===== config.mk =====
export PLATFORM = sky130hd
export DESIGN_NAME = tx_pulse_shaper
export DESIGN_NICKNAME = d
export VERILOG_FILES = /design/src/rtl/tx_filt_pkg.sv /design/src/rtl/tx_pulse_shaper_sym_map.sv /design/src/rtl/tx_pulse_shaper.sv
export SDC_FILE = /design/constraint.sdc
export NUM_CORES = 1
export LEC_CHECK = 0
export BUFFER_PORTS_ARGS = -buffer_cell sky130_fd_sc_hd__buf_4
export CAP_MARGIN = 5
export CORE_ASPECT_RATIO = 0.6
export CORE_MARGIN = 2
export CORE_UTILIZATION = 40
export CTS_BUF_LIST = sky130_fd_sc_hd__clkbuf_4
export DETAILED_ROUTE_END_ITERATION = 6
export PLACE_DENSITY_LB_ADDON = 0.3
export SLEW_MARGIN = 20
export SYNTH_ARGS = -nofsm -noshare
export SYNTH_HDL_FRONTEND = slang
export SYNTH_HIERARCHICAL = 1
export SYNTH_SLANG_ARGS = --single-unit

===== constraint.sdc =====
create_clock -name clk -period 20.5 [get_ports clk]
set_input_delay 6.15 -clock clk [delete_from_list [all_inputs] [get_ports clk]]
set_output_delay 6.15 -clock clk [all_outputs]
set_load 0.01 [all_outputs]

===== src/rtl/tx_filt_pkg.sv =====
// tx_filt_pkg: shared widths, symbol levels and root-raised-cosine taps for the 4-ASK transmit filter
package tx_filt_pkg;
  localparam int DW = 18;
  localparam int PW = 36;
  localparam int AW = 39;
  localparam int UPS = 4;
  localparam int N_TAPS = 21;
  localparam logic signed [DW-1:0] LVL_M3 = -18'sd98304;
  localparam logic signed [DW-1:0] LVL_M1 = -18'sd32768;
  localparam logic signed [DW-1:0] LVL_P1 = 18'sd32768;
  localparam logic signed [DW-1:0] LVL_P3 = 18'sd98304;
  localparam logic signed [DW-1:0] H [0:N_TAPS-1] = '{
    18'sd2817, 18'sd4060, 18'sd2289, -18'sd2373, -18'sd7348, -18'sd8574, -18'sd2772,
    18'sd10263, 18'sd26830, 18'sd40696, 18'sd46096, 18'sd40696, 18'sd26830, 18'sd10263,
    -18'sd2772, -18'sd8574, -18'sd7348, -18'sd2373, 18'sd2289, 18'sd4060, 18'sd2817
  };
  // tap indices past the end of the filter read as zero so short phases need no special case
  function automatic logic signed [DW-1:0] coef(input logic [4:0] n);
    return n < 5'(N_TAPS) ? H[n] : '0;
  endfunction
endpackage


===== src/rtl/tx_pulse_shaper_sym_map.sv =====
// sym_map: maps a 2-bit 4-ASK symbol to its 1s17 amplitude; invalid symbols become zero
module sym_map
  import tx_filt_pkg::*;
(
  input  logic [1:0]           sym,
  input  logic                 valid,
  output logic signed [DW-1:0] level
);
  always_comb level = !valid ? '0 : sym == 2'b11 ? LVL_P3 : sym == 2'b10 ? LVL_P1 : sym == 2'b01 ? LVL_M1 : LVL_M3;
endmodule


===== src/rtl/tx_pulse_shaper.sv =====
// tx_pulse_shaper: 4-ASK symbol mapper with x4 polyphase root-raised-cosine interpolation
module tx_pulse_shaper #(
  parameter int N_TAPS = 21,
  parameter int UPS = 4
) (
  input  logic                              clk,
  input  logic                              reset,
  input  logic [1:0]                        sym_in,
  input  logic                              sym_valid,
  output logic                              sym_strobe,
  output logic signed [tx_filt_pkg::DW-1:0] y,
  output logic [1:0]                        y_ph
);
  import tx_filt_pkg::*;
  localparam int NS = (N_TAPS + UPS - 1) / UPS;
  logic [1:0] ph, ph_d;
  logic last;
  logic signed [DW-1:0] lvl;
  logic signed [DW-1:0] s [NS];
  logic signed [DW-1:0] c [NS];
  logic signed [PW-1:0] prod [NS];
  logic signed [AW-1:0] acc;
  assign last = ph == 2'(UPS - 1);
  assign sym_strobe = last && !reset;
  sym_map u_map (.sym(sym_in), .valid(sym_valid), .level(lvl));
  always_comb begin
    acc = '0;
    for (int k = 0; k < NS; k++) begin
      c[k] = coef(5'(UPS * k) + 5'(ph));
      acc = acc + AW'(prod[k]);
    end
  end
  // exact sum, then keep bits [34:17]: floor toward -inf, range guaranteed by the taps
  always_ff @(posedge clk) begin
    if (reset) begin
      ph <= '0;
      ph_d <= '0;
      y <= '0;
      y_ph <= '0;
      for (int k = 0; k < NS; k++) begin
        s[k] <= '0;
        prod[k] <= '0;
      end
    end else begin
      ph <= last ? '0 : ph + 2'd1;
      ph_d <= ph;
      y <= DW'(acc >>> (DW - 1));
      y_ph <= ph_d;
      for (int k = 0; k < NS; k++) prod[k] <= s[k] * c[k];
      if (last) begin
        s[0] <= lvl;
        for (int k = 1; k < NS; k++) s[k] <= s[k-1];
      end
    end
  end
endmodule


==> results.yml <==
layout:
  drive_above_1_share_pct: 3.41
  nets: 9705
  area_delta_synth_final_pct: 5.38
  fillers: 17400
clock_tree:
  root_buffer: "clkbuf_4"
  cts_setup_buffers: 0
  insertion_delay_ns: 1.09
  clk_path_buf_depth: 3
  cts_resized: 0
  cts_hold_buffers: 0
  cts_made_buffers: 91
  clkTransAtPathRegs_ns: 0.08
  cts_max_level: 3
  clock-sinks: 341
  cts_tree: "built"
timing:
  relSlewSlack_pct: 21.2
  fmax_mhz: 78.1
  worst_pin_slew_ns: 1.18
  slew_violations: 0
  rsz0062_at_grt: "false"
  fin_crit_ns: 12.80
  hold_viol: 0
  fin_worst_skew_ns: 0.116
  finalSetupViolCount: 0
  fin_crit_sh_pct: 62.5
  tns_ns: 0
placement:
  portBuffers: 25
  finalWeightedCongestion: 0.949
  dp_hpwl_um: 175000
worst_setup_path:
  cp.required_ns: 14.35
  crit_type: "in -> out"
  worstSetupEndpointType: "primary output"
  reg2reg_slack_ns: 10.62
  cp-start-kind: "primary input"
  arrival_ns: 6.65
  rr_endpoint: "prod[2][33]$_SDFF_PP0_"
  critical_path.max_fanout: 19
  regToRegStartpoint: "ph[1]$_SDFF_PP0_"
  r2r_cells: 26
global_route:
  grt_overflow: 0
  antenna_found_initial: 17
  grt_usage_pct: 23.2
  grt_pass1_wl_um: 322000
  grt_start_max_net_pins: 160
  grt_pass1_vias: 52200
floorplan:
  start_util_pct: 40.4
  rows: 120
  coreArea_sq_um: 179000
  dieArea_sq_um: 184000
  die_w_um: 553
  die_y_um: 333
  io_pins: 26
worst_hold_path:
  hold_end: "y_ph[0]$_SDFF_PP0_"
  min_path_type: "reg -> reg"
  holdPathStages: 1
  hp-start: "ph_d[0]$_SDFF_PP0_"
run:
  maxCapViolations: 0
detailed_routing:
  totalWireLength_um: 205000
  vias_per_cell: 4.88
  drt_iter0_markers: 3802
  drc: 0
  first_pass_iters: 6
  drtAntennaViolNets: 0
  dr_total_vias: 48000
  wl_per_cell_um: 20.8
synthesis:
  synth_largest_area_cell: "fa_1"
  synth_edf_count: 108
  ys_async_sr_fraction_pct: 0
  synth_area_leaders: "fa_1, inv_1, ha_1, dfxtp_1, edfxtp_1"
  ys_ff_latch: 341
  yosys.cell_count.top_type: "inv_1"
  yosysSeqAreaShare_pct: 10.9
  synth_top_area_share_pct: 46.5
  netlist_instances: 7443
  synth_flop_cell: "dfxtp_1"
  netlist_area_sq_um: 72200
  ys_types: 83
  yosysWarnings: 6
  synth_top_cells_by_count: "inv_1, fa_1, ha_1"
  syn_area_per_cell_sq_um: 9.70
outcome:
  outcome: "completed"
## layout make-up
class | instances | area (sq um) | share of cell area [%]
Timing Repair Buffer | 58 | 455 | 0.598
Clock buffer | 126 | 946 | 1.24
Sequential cell | 341 | 7920 | 10.4
Inverter | 2247 | 8430 | 11.1
Multi-Input combinational cell | 4633 | 55000 | 72.3
Antenna cell | 8 | 20.0 | 0.0263
Tap cell | 2379 | 2980 | 3.91
Clock inverter | 41 | 347 | 0.455
## cells in the final DEF (no fill, tap or decap), types with 28 or more instances in the layout
cell type	Yosys	layout
a211oi_1	30	30
a21o_1	77	77
a21oi_1	143	143
and2_1	277	277
buf_4	16	56
clkbuf_4	0	126
dfxtp_1	233	231
edfxtp_1	108	108
fa_1	1677	1677
ha_1	651	645
inv_1	2245	2243
nand2_1	444	444
nand2b_1	130	130
nand3_1	28	28
nor2_1	300	300
nor2b_1	235	234
nor3_1	43	43
o21a_1	33	33
o21ai_0	83	83
xnor2_1	141	141
xor2_1	70	70
## layer usage
layer	track usage, %	part of all wire [%]	vias to the layer above	wire (um)
met5	0.181	0.046	-	95
met4	3.34	1.3	10	2720
met3	7.42	11	173	22900
met2	30.6	38	1779	77600
met1	36.9	50	24500	102000
li1	-	-	21600	-
## critical path: stages
cell	delay (ns)
buf_8	0.15
nor2b_4	0.18
buf_4	0.14
## sequential cells by signal, summed over array words and instances (netlist names)
| name | flops |
|---|---|
| ph | 2 |
| ph_d | 2 |
| prod | 209 |
| s | 108 |
| y | 18 |
| y_ph | 2 |
## how the worst max path moves through the flow
stage | to | from | slack, ns
after floorplan | sym_strobe | reset | 7.45
after global placement | sym_strobe | reset | 7.65
after detailed placement | sym_strobe | reset | 7.67
after CTS | sym_strobe | reset | 7.66
after global routing | sym_strobe | reset | 7.68
final | sym_strobe | reset | 7.70
## kinds of logic (layout without fill, tap and decap cells)
group                    after synthesis  after routing  share of synthesized area, %
XOR/XNOR                             211            211                          2.56
flip-flops                           341            341                          10.9
AND/OR/NAND/NOR                     1549           1549                          10.8
AO/OA/AOI/OAI                        522            522                          4.84
buffers and inverters               2483           2472                          13.0
multiplexers                           7              7                         0.104
adder cells (fa/ha/maj)             2329           2329                          57.8
other                                  1             23                       0.00519
## through the flow
stage / hold WS (ns) / setup slack, ns / instances / area [sq um] / utilization (%)
final: 0.447 / 7.70 / 9833 / 76100 / 42.6
after global routing: 0.461 / 7.68 / 9833 / 76100 / 42.6
after CTS: 0.447 / 7.66 / 9825 / 76100 / 42.6
after detailed placement: 0.440 / 7.67 / 9658 / 74800 / 41.8
after global placement: 0.443 / 7.65 / 9658 / 74800 / 41.8
after floorplan: 0.414 / 7.45 / 7457 / 72300 / -
Power is not shown: default switching activity piles up to over one toggle a cycle in this logic, so the estimate is an artifact.
